### src/rtl/nes_pkg.sv
// Shared NES CPU types: fetch FSM states, decoded instruction packet and the
// 6502 opcode-length table used by the prefetcher.
package nes_pkg;

  localparam int BYTE = 8;

  typedef enum logic [1:0] {
    IDLE,
    REQ,
    WAIT,
    DROP
  } fetch_state_t;

  typedef struct packed {
    logic [7:0]  opcode;
    logic [15:0] operand;
    logic [1:0]  len;
    logic [15:0] pc;
  } instr_pkt_t;

  // Length from the official addressing-mode table; unofficial opcodes are 1 byte.
  function automatic logic [1:0] opcode_len(input logic [7:0] op);
    logic [1:0] len;
    case (op)
      // immediate, zero page, zp indexed, (ind,X), (ind),Y, relative
      8'h09, 8'h29, 8'h49, 8'h69, 8'hA9, 8'hC9, 8'hE9,
      8'hA0, 8'hA2, 8'hC0, 8'hE0,
      8'h05, 8'h25, 8'h45, 8'h65, 8'h85, 8'hA5, 8'hC5, 8'hE5,
      8'h06, 8'h26, 8'h46, 8'h66, 8'h86, 8'hA6, 8'hC6, 8'hE6,
      8'h24, 8'h84, 8'hA4, 8'hC4, 8'hE4,
      8'h15, 8'h35, 8'h55, 8'h75, 8'h95, 8'hB5, 8'hD5, 8'hF5,
      8'h16, 8'h36, 8'h56, 8'h76, 8'hD6, 8'hF6, 8'h96, 8'hB6,
      8'h94, 8'hB4,
      8'h01, 8'h21, 8'h41, 8'h61, 8'h81, 8'hA1, 8'hC1, 8'hE1,
      8'h11, 8'h31, 8'h51, 8'h71, 8'h91, 8'hB1, 8'hD1, 8'hF1,
      8'h10, 8'h30, 8'h50, 8'h70, 8'h90, 8'hB0, 8'hD0, 8'hF0: len = 2'd2;
      // absolute, abs indexed, indirect jump, JSR
      8'h0D, 8'h2D, 8'h4D, 8'h6D, 8'h8D, 8'hAD, 8'hCD, 8'hED,
      8'h0E, 8'h2E, 8'h4E, 8'h6E, 8'h8E, 8'hAE, 8'hCE, 8'hEE,
      8'h2C, 8'h4C, 8'h6C, 8'h8C, 8'hAC, 8'hCC, 8'hEC, 8'h20,
      8'h1D, 8'h3D, 8'h5D, 8'h7D, 8'h9D, 8'hBD, 8'hDD, 8'hFD,
      8'h1E, 8'h3E, 8'h5E, 8'h7E, 8'hDE, 8'hFE, 8'hBE, 8'hBC,
      8'h19, 8'h39, 8'h59, 8'h79, 8'h99, 8'hB9, 8'hD9, 8'hF9: len = 2'd3;
      default: len = 2'd1;
    endcase
    return len;
  endfunction

endpackage

### src/rtl/fetch_prefetch_queue_if.sv
// Memory read port and decoder handshake of the instruction prefetcher.
// master = prefetcher side, slave = memory/decoder environment.
interface fetch_prefetch_queue_if #(
  parameter int ADDR_W    = 16,
  parameter int MEM_BYTES = 3
);
  logic                   mem_req_o;
  logic [ADDR_W-1:0]      mem_addr_o;
  logic                   mem_gnt_i;
  logic                   mem_rvalid_i;
  logic [8*MEM_BYTES-1:0] mem_rdata_i;

  logic                   instr_valid_o;
  logic                   instr_ready_i;
  logic [7:0]             instr_opcode_o;
  logic [15:0]            instr_operand_o;
  logic [1:0]             instr_len_o;
  logic [ADDR_W-1:0]      instr_pc_o;

  modport master (
    output mem_req_o, mem_addr_o,
    input  mem_gnt_i, mem_rvalid_i, mem_rdata_i,
    output instr_valid_o, instr_opcode_o, instr_operand_o, instr_len_o, instr_pc_o,
    input  instr_ready_i
  );

  modport slave (
    input  mem_req_o, mem_addr_o,
    output mem_gnt_i, mem_rvalid_i, mem_rdata_i,
    input  instr_valid_o, instr_opcode_o, instr_operand_o, instr_len_o, instr_pc_o,
    output instr_ready_i
  );
endinterface

### src/rtl/fetch_prefetch_queue_byte_ring.sv
// Circular byte store: fixed-width multi-byte push at tail, variable-length
// pop (0..3) at head, three peek bytes exposed from head.
module byte_ring_t import nes_pkg::*; #(
  parameter int DEPTH      = 8,
  parameter int PUSH_BYTES = 3
) (
  input  logic                         clk_i,
  input  logic                         rstn_i,
  input  logic                         clear_i,
  input  logic                         push_i,
  input  logic [BYTE*PUSH_BYTES-1:0]   push_data_i,
  input  logic                         pop_i,
  input  logic [1:0]                   pop_len_i,
  output logic [2:0][BYTE-1:0]         peek_o,
  output logic [$clog2(DEPTH):0]       count_o
);
  localparam int PTR_W = $clog2(DEPTH);
  localparam int CNT_W = PTR_W + 1;

  logic [BYTE-1:0]  mem_q [DEPTH];
  logic [PTR_W-1:0] head_q, head_d, tail_q, tail_d;
  logic [CNT_W-1:0] count_q, count_d;

  // NOTE: the byte array has no reset; head/tail/count alone decide which bytes are live.
  always_ff @(posedge clk_i) begin
    if (push_i) begin
      for (int k = 0; k < PUSH_BYTES; k++) begin
        mem_q[tail_q + PTR_W'(k)] <= push_data_i[BYTE*k +: BYTE];
      end
    end
  end

  // NOTE: every combinational output gets a default first so no latch is inferred.
  always_comb begin
    head_d  = head_q;
    tail_d  = tail_q;
    count_d = count_q;
    if (clear_i) begin
      head_d  = '0;
      tail_d  = '0;
      count_d = '0;
    end else begin
      if (push_i) tail_d = tail_q + PTR_W'(PUSH_BYTES);
      if (pop_i)  head_d = head_q + PTR_W'(pop_len_i);
      count_d = count_q + (push_i ? CNT_W'(PUSH_BYTES) : '0)
                        - (pop_i  ? CNT_W'(pop_len_i)  : '0);
    end
  end

  // NOTE: state registers use non-blocking assignments so every flop samples pre-edge values.
  always_ff @(posedge clk_i or negedge rstn_i) begin
    if (!rstn_i) begin
      head_q  <= '0;
      tail_q  <= '0;
      count_q <= '0;
    end else begin
      head_q  <= head_d;
      tail_q  <= tail_d;
      count_q <= count_d;
    end
  end

  always_comb begin
    for (int i = 0; i < 3; i++) begin
      peek_o[i] = mem_q[head_q + PTR_W'(i)];
    end
  end

  assign count_o = count_q;

endmodule

### src/rtl/fetch_prefetch_queue.sv
// Instruction prefetcher: keeps a byte queue topped up with wide memory reads
// and hands the decoder one complete 6502 instruction per handshake.
module fetch_prefetch_queue import nes_pkg::*; #(
  parameter int                ADDR_W    = 16,
  parameter int                MEM_BYTES = 3,
  parameter int                DEPTH     = 8,
  parameter logic [ADDR_W-1:0] RESET_PC  = '0
) (
  input  logic                  clk_i,
  input  logic                  rstn_i,
  input  logic                  flush_i,
  input  logic [ADDR_W-1:0]     flush_pc_i,
  fetch_prefetch_queue_if.master bus
);
  localparam int CNT_W = $clog2(DEPTH) + 1;

  fetch_state_t         state_q, state_d;
  logic [ADDR_W-1:0]    fetch_addr_q, fetch_addr_d;
  logic [ADDR_W-1:0]    instr_pc_q, instr_pc_d;
  logic [2:0][BYTE-1:0] peek;
  logic [CNT_W-1:0]     count;
  logic [1:0]           len;
  logic                 valid, has_room, push, pop;

  byte_ring_t #(
    .DEPTH      (DEPTH),
    .PUSH_BYTES (MEM_BYTES)
  ) u_ring (
    .clk_i       (clk_i),
    .rstn_i      (rstn_i),
    .clear_i     (flush_i),
    .push_i      (push),
    .push_data_i (bus.mem_rdata_i),
    .pop_i       (pop),
    .pop_len_i   (len),
    .peek_o      (peek),
    .count_o     (count)
  );

  assign len      = opcode_len(peek[0]);
  assign valid    = (count >= CNT_W'(len)) && (count != '0) && !flush_i;
  assign pop      = valid && bus.instr_ready_i;
  assign has_room = (CNT_W'(DEPTH) - count) >= CNT_W'(MEM_BYTES);

  always_ff @(posedge clk_i or negedge rstn_i) begin
    if (!rstn_i) begin
      state_q      <= IDLE;
      fetch_addr_q <= RESET_PC;
      instr_pc_q   <= RESET_PC;
    end else begin
      state_q      <= state_d;
      fetch_addr_q <= fetch_addr_d;
      instr_pc_q   <= instr_pc_d;
    end
  end

  always_comb begin
    state_d        = state_q;
    fetch_addr_d   = fetch_addr_q;
    instr_pc_d     = instr_pc_q;
    push           = 1'b0;
    bus.mem_req_o  = 1'b0;
    bus.mem_addr_o = '0;

    if (pop) instr_pc_d = instr_pc_q + ADDR_W'(len);

    case (state_q)
      IDLE: if (has_room) state_d = REQ;
      REQ: begin
        bus.mem_req_o  = 1'b1;
        bus.mem_addr_o = fetch_addr_q;
        if (bus.mem_gnt_i) state_d = WAIT;
      end
      WAIT: if (bus.mem_rvalid_i) begin
        push         = 1'b1;
        fetch_addr_d = fetch_addr_q + ADDR_W'(MEM_BYTES);
        state_d      = IDLE;
      end
      DROP: if (bus.mem_rvalid_i) state_d = IDLE;
      default: state_d = IDLE;
    endcase

    // A redirect overrides everything; a read already granted must still be drained.
    if (flush_i) begin
      push         = 1'b0;
      fetch_addr_d = flush_pc_i;
      instr_pc_d   = flush_pc_i;
      case (state_q)
        REQ:     state_d = bus.mem_gnt_i    ? DROP : IDLE;
        WAIT:    state_d = bus.mem_rvalid_i ? IDLE : DROP;
        DROP:    state_d = bus.mem_rvalid_i ? IDLE : DROP;
        default: state_d = IDLE;
      endcase
    end
  end

  always_comb begin
    bus.instr_valid_o   = valid;
    bus.instr_opcode_o  = '0;
    bus.instr_operand_o = '0;
    bus.instr_len_o     = '0;
    bus.instr_pc_o      = '0;
    if (valid) begin
      bus.instr_opcode_o = peek[0];
      bus.instr_len_o    = len;
      bus.instr_pc_o     = instr_pc_q;
      case (len)
        2'd2:    bus.instr_operand_o = {8'h00, peek[1]};
        2'd3:    bus.instr_operand_o = {peek[2], peek[1]};
        default: bus.instr_operand_o = '0;
      endcase
    end
  end

endmodule

### src/flat_wrapper.sv
// flat-port wrapper written by rule: the top's interface ports become plain ports
module fetch_prefetch_queue_flat import nes_pkg::*;
#(
  parameter int                ADDR_W    = 16,
  parameter int                MEM_BYTES = 3,
  parameter int                DEPTH     = 8,
  parameter logic [ADDR_W-1:0] RESET_PC  = '0
)
  (clk_i, rstn_i, flush_i, flush_pc_i, bus_mem_req_o, bus_mem_addr_o, bus_mem_gnt_i, bus_mem_rvalid_i, bus_mem_rdata_i, bus_instr_valid_o, bus_instr_opcode_o, bus_instr_operand_o, bus_instr_len_o, bus_instr_pc_o, bus_instr_ready_i);
  fetch_prefetch_queue_if #(.ADDR_W(ADDR_W), .MEM_BYTES(MEM_BYTES)) bus_i ();
  input  logic clk_i;
  input  logic rstn_i;
  input  logic flush_i;
  input  logic [ADDR_W-1:0] flush_pc_i;
  output wire logic [$bits(bus_i.mem_req_o)-1:0] bus_mem_req_o;
  output wire logic [$bits(bus_i.mem_addr_o)-1:0] bus_mem_addr_o;
  input wire logic [$bits(bus_i.mem_gnt_i)-1:0] bus_mem_gnt_i;
  input wire logic [$bits(bus_i.mem_rvalid_i)-1:0] bus_mem_rvalid_i;
  input wire logic [$bits(bus_i.mem_rdata_i)-1:0] bus_mem_rdata_i;
  output wire logic [$bits(bus_i.instr_valid_o)-1:0] bus_instr_valid_o;
  output wire logic [$bits(bus_i.instr_opcode_o)-1:0] bus_instr_opcode_o;
  output wire logic [$bits(bus_i.instr_operand_o)-1:0] bus_instr_operand_o;
  output wire logic [$bits(bus_i.instr_len_o)-1:0] bus_instr_len_o;
  output wire logic [$bits(bus_i.instr_pc_o)-1:0] bus_instr_pc_o;
  input wire logic [$bits(bus_i.instr_ready_i)-1:0] bus_instr_ready_i;
  assign bus_mem_req_o = bus_i.mem_req_o;
  assign bus_mem_addr_o = bus_i.mem_addr_o;
  assign bus_i.mem_gnt_i = bus_mem_gnt_i;
  assign bus_i.mem_rvalid_i = bus_mem_rvalid_i;
  assign bus_i.mem_rdata_i = bus_mem_rdata_i;
  assign bus_instr_valid_o = bus_i.instr_valid_o;
  assign bus_instr_opcode_o = bus_i.instr_opcode_o;
  assign bus_instr_operand_o = bus_i.instr_operand_o;
  assign bus_instr_len_o = bus_i.instr_len_o;
  assign bus_instr_pc_o = bus_i.instr_pc_o;
  assign bus_i.instr_ready_i = bus_instr_ready_i;
  fetch_prefetch_queue #(.ADDR_W(ADDR_W), .MEM_BYTES(MEM_BYTES), .DEPTH(DEPTH), .RESET_PC(RESET_PC)) u_core (.clk_i(clk_i), .rstn_i(rstn_i), .flush_i(flush_i), .flush_pc_i(flush_pc_i), .bus(bus_i));
endmodule
### config.mk
export PLATFORM = sky130hd
export DESIGN_NAME = fetch_prefetch_queue_flat
export DESIGN_NICKNAME = d
export VERILOG_FILES = /design/src/rtl/nes_pkg.sv /design/src/rtl/fetch_prefetch_queue_if.sv /design/src/rtl/fetch_prefetch_queue_byte_ring.sv /design/src/rtl/fetch_prefetch_queue.sv /design/src/flat_wrapper.sv
export SDC_FILE = /design/constraint.sdc
export NUM_CORES = 1
export LEC_CHECK = 0
export ABC_AREA = 0
export CAP_MARGIN = 20
export CELL_PAD_IN_SITES_DETAIL_PLACEMENT = 1
export CELL_PAD_IN_SITES_GLOBAL_PLACEMENT = 2
export CORE_MARGIN = 2
export CORE_UTILIZATION = 36
export DETAILED_ROUTE_END_ITERATION = 6
export GPL_TIMING_DRIVEN = 0
export MAX_ROUTING_LAYER = met4
export PLACE_DENSITY_LB_ADDON = 0.1
export SLEW_MARGIN = 5
export SYNTH_ARGS = -nofsm -noshare
export SYNTH_HDL_FRONTEND = slang
export SYNTH_HIERARCHICAL = 1
export SYNTH_SLANG_ARGS = --single-unit
### constraint.sdc
create_clock -name clk_i -period 6.8 [get_ports clk_i]
set_input_delay 1.02 -clock clk_i [delete_from_list [all_inputs] [get_ports clk_i]]
set_output_delay 1.02 -clock clk_i [all_outputs]
set_load 0.03 [all_outputs]
==> results.txt, run 1 <==
Status: finished, final reports clean
Initial Util: 36.5%
WS Path Type: flip-flop to output port
Final Skew: 0.00969 ns
Initial antenna violation count: 0
Total track usage: 25.9%
CP endpoint kind: output port
First-pass GRT wire length: 47.0 mm
Io pins: 106
Worst slew pin tran: 1.03 ns
Die Footprint: 0.0249 mm²
Final Cycle Share: 96.4%
DR vias: 7535
Worst-path clk slew: 0.07 ns
Antenna Diode Count: 0
Top_reg_cell synth: edfxtp_1
DP Area: 0.00981 mm²
TritonCTS clock tree: built
VDD IR max: 0.146 mV
Core area: 0.0233 mm²
Cell count after synthesis: 893
Synth cell types: 71
Synth area leader: edfxtp_1
Slew margin rel.: 31.3%
Gpl congestion: 0.889
TritonRoute pass-1 iters: 5
Syn. warnings: 6
Final setup viols: 0
Die Wd: 158 µm
Starting DRT DRC Count: 447
CTS Buffer Depth: 2
Maximum clock rate: 0.153 GHz
Most frequent cells in the layout: nor2_1, nand3_1, o21ai_0
Post-synth ARST share: 40.7%
CP peak stage delay: 0.67 ns
Share of the synthesized area in the top cell type: 22.6%
WP buf/inv: 4
IO buf count: 89
Worst Path Required: 5.78 ns
Share of layout cells above drive strength 1: 18.2%
Fin. max-slew vios: 0
DRT antenna net count: 0
CP max stage cell: clkdlybuf4s50_1
Min Clock Period, post-route: 6.55 ns
Final hold vios: 0
CP Launch Type: flip-flop
RSZ-0062 raised after global routing: false
Commonest non-fill, non-tap cell in the layout: nor2_1
CP Cell Sequence: clkbuf_4 > mux2_2 > mux4_2 > ha_1 > nor2b_1 > a221oi_2 > o31ai_1 > a311oi_2 > o21a_4 > inv_1 > ha_1 > a21oi_1 > o21ai_4 > buf_2 > and3_1 > clkdlybuf4s50_1
Area delta synth->final: 19.5%
EDFF count, synth: 64
Residual DRC: 0
Aggregate routed wire length: 31.0 mm
CTS root buf: clkbuf_16
Clock insertion delay at the later pin of the skew report: 0.36 ns
PwrDens: 285 mW/mm²
FF/Latch Area: 0.00302 mm²
FF+latch count, synth: 108
Sequential area share after synthesis: 35.5%
CTS sink cnt: 108
Number of global-route vias before repair: 7592
Top post-synthesis cells by area: edfxtp_1, dfrtp_1, mux4_2
Hold Crit Class: flip-flop to flip-flop
H-tree levels: 3
Die H: 158 µm
Mean post-synth cell area: 9.53 µm²
Largest net degree at the start of global routing: 32
Pleak: 3.94 nW
Max cap viols: 0
Fill cells: 2689
Syn_nets: 958
Routed vias/inst: 5.71
CTS Buf Count: 9
Site Rows: 56
CP arrival: 5.53 ns
Largest delay contributor family on the critical path: compound AO/OA/AOI/OAI gates
Footprint of the multi-input gates: 0.00495 mm²
Remaining global-route overflow: 0
Post-route cell area: 0.0102 mm²
Cell Area, Synth: 0.00851 mm²
Cell repeated most along the worst path: ha_1
Sum Neg Setup Slack: 0 ns
Drt wl/cell: 23.5 µm
Crit Path Max Fanout: 13
Detailed placer's ending HPWL: 24.3 mm
Final layout net count: 1060
## Yosys cell counts, types with 2 or more instances
cell       instances
and2b_1            2
clkbuf_1          38
buf_2             43
a21o_1             3
nand3b_1           5
inv_1             24
buf_4              2
and3_1            39
nand4_1           11
and2_1            23
and3b_1            5
o31ai_1            3
o21ai_1           13
a2111o_1           2
mux2i_1            4
ha_1              15
a31oi_2            2
nand2b_1           5
mux2_2            56
o21ai_0           69
nand2_1           19
a21oi_1           21
dfrtp_1           44
o211ai_1           4
and4_1             3
clkbuf_2           2
mux4_2            32
nor2b_1           10
or3_1              4
xnor2_1           19
nor2_1            91
a311oi_1           5
nor3_1             4
a211oi_1           2
buf_6              6
fa_1               4
edfxtp_1          64
nand4b_1           3
nand3_1           73
nor4b_1            2
nand4bb_1          3
a31oi_1           66
xor2_1            10
nor3b_1           11
## per-layer routing
| metal | up-vias | share of wire, % | global-route usage (%) |
|---|---|---|---|
| li1 | 3537 | - | - |
| met1 | 3718 | 45 | 33.9 |
| met2 | 244 | 48 | 42.5 |
| met3 | 36 | 4.1 | 2.03 |
| met4 | 0 | 3.1 | 9.00 |
| met5 | - | 0 | - |
## area by class of cell
class / count / share of cell area [%]
repair buffers: 91 / 8.87
flip-flops and latches: 108 / 29.7
plain buffers: 92 / 4.61
well taps: 319 / 3.92
inverters: 25 / 0.923
clock inverters: 7 / 1.03
clock buffers: 9 / 2.21
multi-input cells: 668 / 48.7
## path summary, 6_finish.rpt
path                                                  to  cells past startpoint                    start  slack [ns]
min in group asynchronous          u_core/instr_pc_q[14]                      1                   rstn_i        0.57
worst min register to register     u_core/instr_pc_q[10]                      1    u_core/instr_pc_q[10]        0.54
worst min-delay path               u_core/instr_pc_q[10]                      1    u_core/instr_pc_q[10]        0.54
worst max register to register  u_core/u_ring/count_o[3]                     21  u_core/u_ring/head_q[0]        0.62
worst max-delay path               bus_instr_opcode_o[0]                     16  u_core/u_ring/head_q[0]        0.25
max in group asynchronous           u_core/instr_pc_q[4]                      2                   rstn_i        5.73
## sequential cells by signal, summed over array words and instances (netlist names)
| name | flops |
|---|---|
| u_core/fetch_addr_q | 16 |
| u_core/instr_pc_q | 16 |
| u_core/state_q | 2 |
| u_core/u_ring/count_o | 4 |
| u_core/u_ring/head_q | 3 |
| u_core/u_ring/mem_q | 64 |
| u_core/u_ring/tail_q | 3 |
## cell families (layout without fill, tap and decap cells)
group | count (synthesis) | count (layout) | share of synthesized area [%]
buffers and inverters | 117 | 224 | 6.44
muxes | 93 | 93 | 16.5
xor gates and xnor gates | 30 | 30 | 3.18
adders and majority gates | 19 | 19 | 3.15
DFF | 108 | 108 | 35.5
AOI/OAI and AO/OA | 204 | 204 | 14.7
and+or+nand+nor | 322 | 322 | 20.5
## metrics by stage
stage	power (mW)	utilization [%]	instances	hold slack (ns)	setup WS (ns)
final	2.89	43.6	1319	0.541	0.247
after global routing	3.06	43.6	1319	0.577	0.000147
after CTS	2.92	43.5	1319	0.537	0.00286
after detailed placement	2.32	42.1	1302	0.527	-0.485
after global placement	2.31	42.0	1301	0.521	-0.498
after floorplan	1.81	-	893	0.476	1.07
## worst register-to-register path, delay by kind of cell (launching register included)
kind / cells / cell delay, ns
compound gates: 9 / 2.17
fa+ha+maj: 4 / 1.24
buf+inv: 3 / 0.44
flops: 1 / 0.44
mux: 2 / 0.99
simple gates: 3 / 0.84
## what timing repair did
action | CTS | global route
gates resized for setup | 37 | 33
setup buffers | 1 | 0
endpoints found under the setup margin | 43 | 43
hold buffers | 0 | 0
## power breakdown
group / switching (mW) / internal (mW)
combinational: 0.866 / 0.609
sequential: 0.0639 / 0.759
clock: 0.265 / 0.331
total: 1.20 / 1.70
No activity file was read; power rests on OpenSTA's default activity.
==> run 2, diff against run 1 <==
Settings changed: CORE_UTILIZATION 36 to 41, DONT_BUFFER_PORTS set to 1.
==> results.txt, run 2 (same netlist as run 1, synthesis figures left out) <==
WS Path Type: flip-flop to output port
CP endpoint kind: output port
Die Footprint: 0.0219 mm²
Total power: 2.71 mW
Core Util, Final: 45.8%
Final setup viols: 0
Largest delay contributor family on the critical path: compound AO/OA/AOI/OAI gates
Number of global-route vias before repair: 7572
Max cap viols: 0
Sum Neg Setup Slack: 0 ns
Worst slew pin tran: 1.00 ns
H-tree levels: 3
Top flop regs: u_core/u_ring/mem_q (64), u_core/fetch_addr_q (16), u_core/instr_pc_q (16)
Total track usage: 28.5%
Area delta synth->final: 9.18%
Aggregate routed wire length: 30.5 mm
CTS root buf: clkbuf_16
Pleak: 3.33 nW
CP Launch Type: flip-flop
Dpl ws: -0.178 ns
Final hold vios: 0
Final Skew: 0.0139 ns
Detailed placer's ending HPWL: 24.1 mm
Site Rows: 52
Routed vias/inst: 6.25
Final layout net count: 971
Largest register FFs: 64
Die Wd: 148 µm
DR vias: 7383
Initial Util: 41.9%
Starting DRT DRC Count: 575
Crit Path Max Fanout: 13
Share of layout cells above drive strength 1: 22.2%
Largest reg by FF count: u_core/u_ring/mem_q
Fin. max-slew vios: 0
Min Clock Period, post-route: 6.53 ns
Worst Path Required: 5.78 ns
Post-route cell area: 0.00929 mm²
Initial antenna violation count: 0
Status: finished, final reports clean
Core area: 0.0203 mm²
Residual DRC: 0
Gpl congestion: 0.978
Fin cells: 1181
VDD IR max: 0.129 mV
CP peak stage delay: 0.61 ns
Commonest non-fill, non-tap cell in the layout: nor2_1
Most frequent cells in the layout: nor2_1, nand3_1, o21ai_0
Hold_ws: 0.356 ns
Placed insts: 1163
Remaining global-route overflow: 0
Clock insertion delay at the later pin of the skew report: 0.35 ns
First-pass GRT wire length: 46.3 mm
Fin worst setup slack: 0.268 ns
CTS sink cnt: 108
DP Area: 0.00885 mm²
CP Cell Sequence: buf_2 > mux2_2 > mux4_2 > ha_1 > nor2b_1 > a221oi_2 > o31ai_1 > a311oi_2 > o21a_4 > inv_1 > ha_1 > a21oi_1 > o21ai_4 > clkbuf_2 > clkbuf_2 > and3_1
PwrDens: 292 mW/mm²
Slew margin rel.: 33.0%
Die H: 148 µm
IO buf count: 0
Worst-path clk slew: 0.08 ns
TritonCTS clock tree: built
CP arrival: 5.51 ns
Post-CTS Hold Fix Bufs: 0
Antenna Diode Count: 0
CTS Buffer Depth: 2
Largest net degree at the start of global routing: 45
DRT antenna net count: 0
Maximum clock rate: 0.153 GHz
Drt wl/cell: 25.8 µm
WP buf/inv: 4
CTS Buf Count: 9
CP max stage cell: mux4_2
TritonRoute pass-1 iters: 5
RSZ-0062 raised after global routing: false
Final Cycle Share: 96.1%
Io pins: 106
Hold Crit Class: input pin to asynchronous set/reset pin
run 2: final timing paths:
check,cells past startpoint,slack (ns),startpoint,endpoint
max,16,0.27,u_core/u_ring/head_q[0],bus_instr_opcode_o[2]
min,0,0.36,rstn_i,u_core/u_ring/tail_q[1]
max reg2reg,21,0.49,u_core/u_ring/head_q[0],u_core/u_ring/count_o[3]
min reg2reg,1,0.59,u_core/instr_pc_q[10],u_core/instr_pc_q[10]
max in group asynchronous,0,6.35,rstn_i,u_core/u_ring/head_q[0]
min in group clk_i,1,0.59,u_core/instr_pc_q[10],u_core/instr_pc_q[10]
run 2: report_power, final:
group / switching (mW) / internal, mW
sequential: 0.0621 / 0.759
clock: 0.252 / 0.254
combinational: 0.883 / 0.497
total: 1.20 / 1.51
run 2: repair_timing:
item	CTS	global route
buffers inserted	1	1
pin swaps	0	3
gates resized for setup	11	33
setup endpoints to repair	38	37
run 2: layout make-up:
class	instances	area (µm²)
plain buffers	92	459
clock buffers	9	225
clock inverters	7	55.1
fillers	2348	11000
inverters	25	93.8
multi-input cells	668	5080
flip-flops and latches	108	3020
well taps	270	338
repair buffers	2	15.0
run 2: per-layer routing:
layer / GRT usage (%) / share of wire (%) / wire length [µm] / vias up
met1: 35.2 / 42 / 12800 / 3707
met2: 48.8 / 49 / 15000 / 255
met5: - / 0 / 0 / -
met3: 2.79 / 4.7 / 1420 / 60
met4: 11.0 / 4.1 / 1240 / 0
li1: - / - / - / 3361
